### config.mk
export PLATFORM = sky130hd
export DESIGN_NAME = uart_streaming_tx
export DESIGN_NICKNAME = d
export VERILOG_FILES = /design/src/rtl/uart_frame_pkg.sv /design/src/rtl/uart_streaming_tx.sv
export SDC_FILE = /design/constraint.sdc
export NUM_CORES = 1
export LEC_CHECK = 0
export ABC_AREA = 0
export CAP_MARGIN = 10
export CORE_MARGIN = 5
export CORE_UTILIZATION = 51
export CTS_BUF_LIST = sky130_fd_sc_hd__clkbuf_8 sky130_fd_sc_hd__clkbuf_16
export CTS_CLUSTER_DIAMETER = 80
export DETAILED_ROUTE_END_ITERATION = 12
export PLACE_DENSITY = 0.8
export SKIP_LAST_GASP = 1
export SYNTH_ARGS = -nofsm -noshare
export SYNTH_HDL_FRONTEND = slang
export SYNTH_SLANG_ARGS = --single-unit
### constraint.sdc
create_clock -name clk -period 2.4 [get_ports clk]
set_clock_uncertainty 0.1 [all_clocks]
set_input_delay 0.48 -clock clk [delete_from_list [all_inputs] [get_ports clk]]
set_output_delay 0.48 -clock clk [all_outputs]
set_load 0.03 [all_outputs]
### src/rtl/uart_frame_pkg.sv
// Shared definitions for the FFT UART frame link, used by both transmitter and receiver.
package uart_frame_pkg;

    // Frame sequencer states
    typedef enum logic [3:0] {
        ST_IDLE,
        ST_SOF0,
        ST_SOF1,
        ST_SOF2,
        ST_SOF3,
        ST_STAT0,
        ST_STAT1,
        ST_FETCH,
        ST_WAIT_RD,
        ST_REAL0,
        ST_REAL1,
        ST_IMAG0,
        ST_IMAG1,
        ST_EOF,
        ST_DONE
    } state_e;

    // Frame delimiters
    localparam logic [31:0] SOF_WORD_DEFAULT = 32'hA55AC33C;
    localparam logic [7:0]  EOF_BYTE_DEFAULT = 8'h7E;

    // Status word layout: {type, payload length in bytes}
    localparam int STAT_TYPE_W = 5;
    localparam int STAT_LEN_W  = 11;

    typedef struct packed {
        logic [STAT_TYPE_W-1:0] ftype;
        logic [STAT_LEN_W-1:0]  len;
    } status_t;

    // Byte lanes within a 32-bit word, lane 3 is the most significant byte
    localparam logic [1:0] LANE_3 = 2'd3;
    localparam logic [1:0] LANE_2 = 2'd2;
    localparam logic [1:0] LANE_1 = 2'd1;
    localparam logic [1:0] LANE_0 = 2'd0;

    function automatic logic [7:0] byte_of(input logic [31:0] w, input logic [1:0] lane);
        return w[{lane, 3'b000} +: 8];
    endfunction

endpackage

### src/rtl/uart_streaming_tx.sv
// Serialises N_SAMPLES complex FIFO words into one SOF/status/payload/EOF frame
// and hands the bytes to the UART byte transmitter over valid/ready.
module uart_streaming_tx
    import uart_frame_pkg::*;
#(
    parameter int          N_SAMPLES  = 256,
    parameter logic [4:0]  FRAME_TYPE = 5'd1,
    parameter logic [31:0] SOF_WORD   = SOF_WORD_DEFAULT,
    parameter logic [7:0]  EOF_BYTE   = EOF_BYTE_DEFAULT
) (
    input  logic        clk,
    input  logic        rst,
    input  logic        start_i,
    input  logic        fifo_empty_i,
    input  logic [31:0] fifo_data_i,
    output logic        fifo_rd_o,
    output logic [7:0]  tx_data_o,
    output logic        tx_valid_o,
    input  logic        tx_ready_i,
    output logic        busy_o,
    output logic        done_o
);

    localparam int CNT_W = $clog2(N_SAMPLES + 1);

    localparam logic [STAT_LEN_W-1:0] LEN      = STAT_LEN_W'(4 * N_SAMPLES);
    localparam status_t               STATUS   = '{ftype: FRAME_TYPE, len: LEN};
    localparam logic [31:0]           STATUS_W = {16'h0000, STATUS};
    localparam logic [CNT_W-1:0]      LAST_IDX = CNT_W'(N_SAMPLES - 1);

    state_e           state_q, state_d;
    logic [31:0]      sample_q, sample_d;
    logic [CNT_W-1:0] cnt_q, cnt_d;

    // State, sample and counter registers with synchronous reset
    always_ff @(posedge clk) begin
        // NOTE: non-blocking assignments so every flop samples the pre-edge value of its peers.
        if (rst) begin
            state_q  <= ST_IDLE;
            // NOTE: the sample register is reset as well so tx_data_o never shows stale data from an aborted frame.
            sample_q <= '0;
            cnt_q    <= '0;
        end else begin
            state_q  <= state_d;
            sample_q <= sample_d;
            cnt_q    <= cnt_d;
        end
    end

    // Next-state logic: byte states advance on tx_ready_i, FETCH waits for data
    always_comb begin
        // NOTE: defaults first so no path through the case leaves a variable unassigned (no latches).
        state_d  = state_q;
        sample_d = sample_q;
        cnt_d    = cnt_q;
        unique case (state_q)
            ST_IDLE: begin
                if (start_i) begin
                    state_d = ST_SOF0;
                    cnt_d   = '0;
                end
            end
            ST_SOF0:  if (tx_ready_i) state_d = ST_SOF1;
            ST_SOF1:  if (tx_ready_i) state_d = ST_SOF2;
            ST_SOF2:  if (tx_ready_i) state_d = ST_SOF3;
            ST_SOF3:  if (tx_ready_i) state_d = ST_STAT0;
            ST_STAT0: if (tx_ready_i) state_d = ST_STAT1;
            ST_STAT1: if (tx_ready_i) state_d = ST_FETCH;
            ST_FETCH: if (!fifo_empty_i) state_d = ST_WAIT_RD;
            ST_WAIT_RD: begin
                sample_d = fifo_data_i;
                state_d  = ST_REAL0;
            end
            ST_REAL0: if (tx_ready_i) state_d = ST_REAL1;
            ST_REAL1: if (tx_ready_i) state_d = ST_IMAG0;
            ST_IMAG0: if (tx_ready_i) state_d = ST_IMAG1;
            ST_IMAG1: begin
                if (tx_ready_i) begin
                    cnt_d   = cnt_q + 1'b1;
                    state_d = (cnt_q == LAST_IDX) ? ST_EOF : ST_FETCH;
                end
            end
            ST_EOF:   if (tx_ready_i) state_d = ST_DONE;
            ST_DONE:  state_d = ST_IDLE;
            default:  state_d = ST_IDLE;
        endcase
    end

    // Output decode from state and sample registers; tx_ready_i and start_i never reach an output
    always_comb begin
        tx_valid_o = 1'b0;
        tx_data_o  = 8'h00;
        fifo_rd_o  = 1'b0;
        busy_o     = (state_q != ST_IDLE);
        done_o     = (state_q == ST_DONE);
        unique case (state_q)
            ST_SOF0:  begin tx_valid_o = 1'b1; tx_data_o = byte_of(SOF_WORD, LANE_3); end
            ST_SOF1:  begin tx_valid_o = 1'b1; tx_data_o = byte_of(SOF_WORD, LANE_2); end
            ST_SOF2:  begin tx_valid_o = 1'b1; tx_data_o = byte_of(SOF_WORD, LANE_1); end
            ST_SOF3:  begin tx_valid_o = 1'b1; tx_data_o = byte_of(SOF_WORD, LANE_0); end
            ST_STAT0: begin tx_valid_o = 1'b1; tx_data_o = byte_of(STATUS_W, LANE_1); end
            ST_STAT1: begin tx_valid_o = 1'b1; tx_data_o = byte_of(STATUS_W, LANE_0); end
            ST_FETCH: fifo_rd_o = !fifo_empty_i;
            ST_REAL0: begin tx_valid_o = 1'b1; tx_data_o = byte_of(sample_q, LANE_3); end
            ST_REAL1: begin tx_valid_o = 1'b1; tx_data_o = byte_of(sample_q, LANE_2); end
            ST_IMAG0: begin tx_valid_o = 1'b1; tx_data_o = byte_of(sample_q, LANE_1); end
            ST_IMAG1: begin tx_valid_o = 1'b1; tx_data_o = byte_of(sample_q, LANE_0); end
            ST_EOF:   begin tx_valid_o = 1'b1; tx_data_o = EOF_BYTE; end
            default:  ;
        endcase
    end

endmodule

==> results of run 1 <==
[registers in the layout (all words and copies together) (netlist names)]
name / cells
state_q: 4
sample_q: 32
cnt_q: 9
[logic make-up after synthesis]
kind of cell	count (synthesis)
simple gates	124
compound gates	88
flops	45
buf+inv	36
xor+xnor	7
mux	5
fa+ha+maj	2
[where the power goes]
part           switching [mW]  leakage, nW  internal (mW)  total (mW)
Sequential             0.0361        0.365          0.769       0.805
Clock                   0.263       0.0574          0.339       0.602
Combinational           0.376        0.617          0.295       0.671
Total                   0.675         1.04           1.40        2.08
[synth_stat cells (2+ instances only)]
| cell type | count | share of area, % |
|---|---|---|
| dfxtp_1 | 45 | 39 |
| nor3b_1 | 2 | 0.65 |
| mux2i_1 | 5 | 2.2 |
| a211oi_1 | 3 | 0.98 |
| or4_1 | 3 | 0.98 |
| o21ai_1 | 4 | 0.87 |
| ha_1 | 2 | 1.1 |
| a22oi_1 | 2 | 0.65 |
| nand2b_1 | 4 | 1.1 |
| inv_1 | 10 | 1.6 |
| xnor2_1 | 7 | 2.7 |
| clkbuf_1 | 12 | 2.0 |
| buf_2 | 5 | 1.1 |
| buf_6 | 2 | 0.98 |
| nand3_1 | 5 | 1.1 |
| a22o_1 | 3 | 1.1 |
| nor3_1 | 3 | 0.65 |
| nand4_1 | 2 | 0.54 |
| and4b_1 | 2 | 0.87 |
| and2_1 | 2 | 0.54 |
| o22ai_1 | 2 | 0.54 |
| a21o_1 | 4 | 1.3 |
| nor2_1 | 15 | 2.4 |
| o21ai_0 | 10 | 2.2 |
| nand2_1 | 75 | 12 |
| nor2b_1 | 5 | 1.4 |
| a2111oi_2 | 4 | 2.6 |
| a21oi_1 | 47 | 10 |
| buf_1 | 7 | 1.1 |
[per-layer routing]
metal	share of wire (%)	global-route usage, %
met5	0	0
met1	44	21.9
met2	49	30.8
met3	5.4	4.80
met4	1.7	7.56
[through the flow]
stage                     instances  worst slack, ns  utilization, %
after floorplan                 307           0.0933               -
after global placement          398           0.0808            64.7
after detailed placement        398          -0.0147            64.7
after CTS                       406          0.00235            67.7
after global routing            410          -0.0209            68.7
final                           410           0.0368            68.7
[what timing repair did]
item                       4_1_cts  5_1_grt
buffers inserted                 0        4
setup endpoints to repair        8        6
gates cloned                     0        0
resized for setup                9        7
[critical path, cell delays in order (launching register included)]
cell and delay (ns):
dfxtp_4 0.40, buf_6 0.16, and2_1 0.17, o21ai_2 0.13, a21oi_1 0.09, a311o_1 0.35
buf_4 0.18
[layout make-up]
class	count	area [um^2]	share of cell area, %
multi-input combinational	226	1260	41.8
clock buffer	6	82.6	2.74
sequential	45	910	30.2
tap	52	65.1	2.16
clock inverter	2	37.5	1.25
timing repair buffer	69	619	20.6
inverter	10	37.5	1.25
[worst max path at each step]
stage / from / end / slack, ns / depth (start not counted)
CTS: state_q[0]$_SDFFE_PP0P_ / tx_data_o[4] / 0.002 / 6
detailed placement: state_q[0]$_SDFFE_PP0P_ / tx_data_o[7] / -0.01 / 5
global placement: start_i / cnt_q[7]$_SDFFE_PP0P_ / 0.08 / 5
finish: state_q[0]$_SDFFE_PP0P_ / tx_data_o[4] / 0.04 / 6
floorplan: state_q[1]$_SDFFE_PP0P_ / tx_data_o[0] / 0.09 / 5
global route: state_q[0]$_SDFFE_PP0P_ / tx_data_o[4] / -0.02 / 6
==> impl_metrics.toml, run 1 <==
[run_status]
status = "finished clean"

[worst_setup_path]
cp-end-kind = "output pin"
crit_type = "register to output pin"
startpoint_type = "register"
cp_data_required_time_ns = 1.82
critical_path_arrival_ns = 1.78
r2r_slack_ns = 0.30
r2r_end = "cnt_q[5]$_SDFFE_PP0P_"
worstRegToRegCells = 5
path_max_fanout = 14
worst_r2r_startpoint = "state_q[2]$_SDFFE_PP0P_"

[clocking]
h-tree-depth = 2
clkTransAtPathRegs_ns = 0.09
clk_latency_ns = 0.30
cts_tree = "done"
cts_buffers = 5
clockBufferDepth = 2
postCtsHoldBufs = 0
clock-sinks = 45
root_buffer = "clkbuf_8"

[cells_and_area]
drive_gt1_share_pct = 14.0
final_cell_mix = "nand2_1, a21oi_1, dfxtp_1"
diodes = 0
fin_area_um2 = 3010
final_common_cell = "nand2_1"
finalNetCount = 396
n_fill_cell = 361
syn_to_final_growth_pct = 30.6

[yosys]
synthSimpleGateAreaFrac_pct = 24.5
ys_ff_latch = 45
synth-compound-area-share_pct = 23.7
postSynthCellCount = 307
synth.distinct_cells = 44
synth_edf_count = 0
avgSynthCellArea_um2 = 7.51
mappedNetlistArea_um2 = 2300
ys_warn_count = 0
ys_seq_area_share_pct = 39.1
muxShareOfSynthArea_pct = 2.17
yosys.area_share.xor_xnor_pct = 2.66
synth_top_flop_cell = "dfxtp_1"
syn_nets = 346
synth_top_family_by_area = "simple AND/OR/NAND/NOR gates"
async_flop_share_pct = 0
synth-adder-area-share_pct = 1.09

[worst_hold_path]
worstHoldStart = "sample_q[1]$_SDFFE_PP0P_"
worstHoldPathCells = 2
hold_path_end = "sample_q[1]$_SDFFE_PP0P_"
hold_class = "register to register"

[die]
rows = 24
die_w_um = 77.2
dieArea_um2 = 5960
ioPinCount = 49
fp.coreArea_um2 = 4380
die_h_um = 77.2
initial_utilization_pct = 52.6

[timing]
rsz0062_at_grt = "true"
hold_ws_ns = 0.355
worst_pin_slew_ns = 0.740
slew_headroom_pct = 50.6
fin_crit_sh_pct = 98.5
finalHoldViolations = 0
drv_slew = 0
finalSetupViolations = 0
clock.fmax_mhz = 423
tns_ns = 0
period_minus_slack_ns = 2.36

[place]
gp_congestion = 0.850
dp_hpwl_mm = 3.95
port_buffers = 48
place_area_um2 = 2840

[drt]
via_per_inst = 5.45
dr.pass1.iters = 4
drc = 0
wl_per_cell_um = 13.5
ant_nets = 0
drt-total-wl_mm = 5.55
drtIter0Drc = 107
num_vias = 2236

[global_route]
grt_pass1_wl_mm = 9.05
antenna_found_initial = 0
grt_max_degree = 36
grt_pass1_vias = 2106
gr-total-overflow = 0
gr-usage-all-layers_pct = 18.3

[job]
drv_cap = 0

[power_and_ir_drop]
p_per_area_nw_per_um2 = 690
power_mw = 2.08
ir_drop_uv = 470
p_leak_nw = 1.04
Power figures use the tool's default switching activity.
==> inputs of run 2 (changes only) <==
SLEW_MARGIN = 15   (was default)
==> results of run 2 <==
The final DEF is identical to that of run 1; final timing and power are the same.
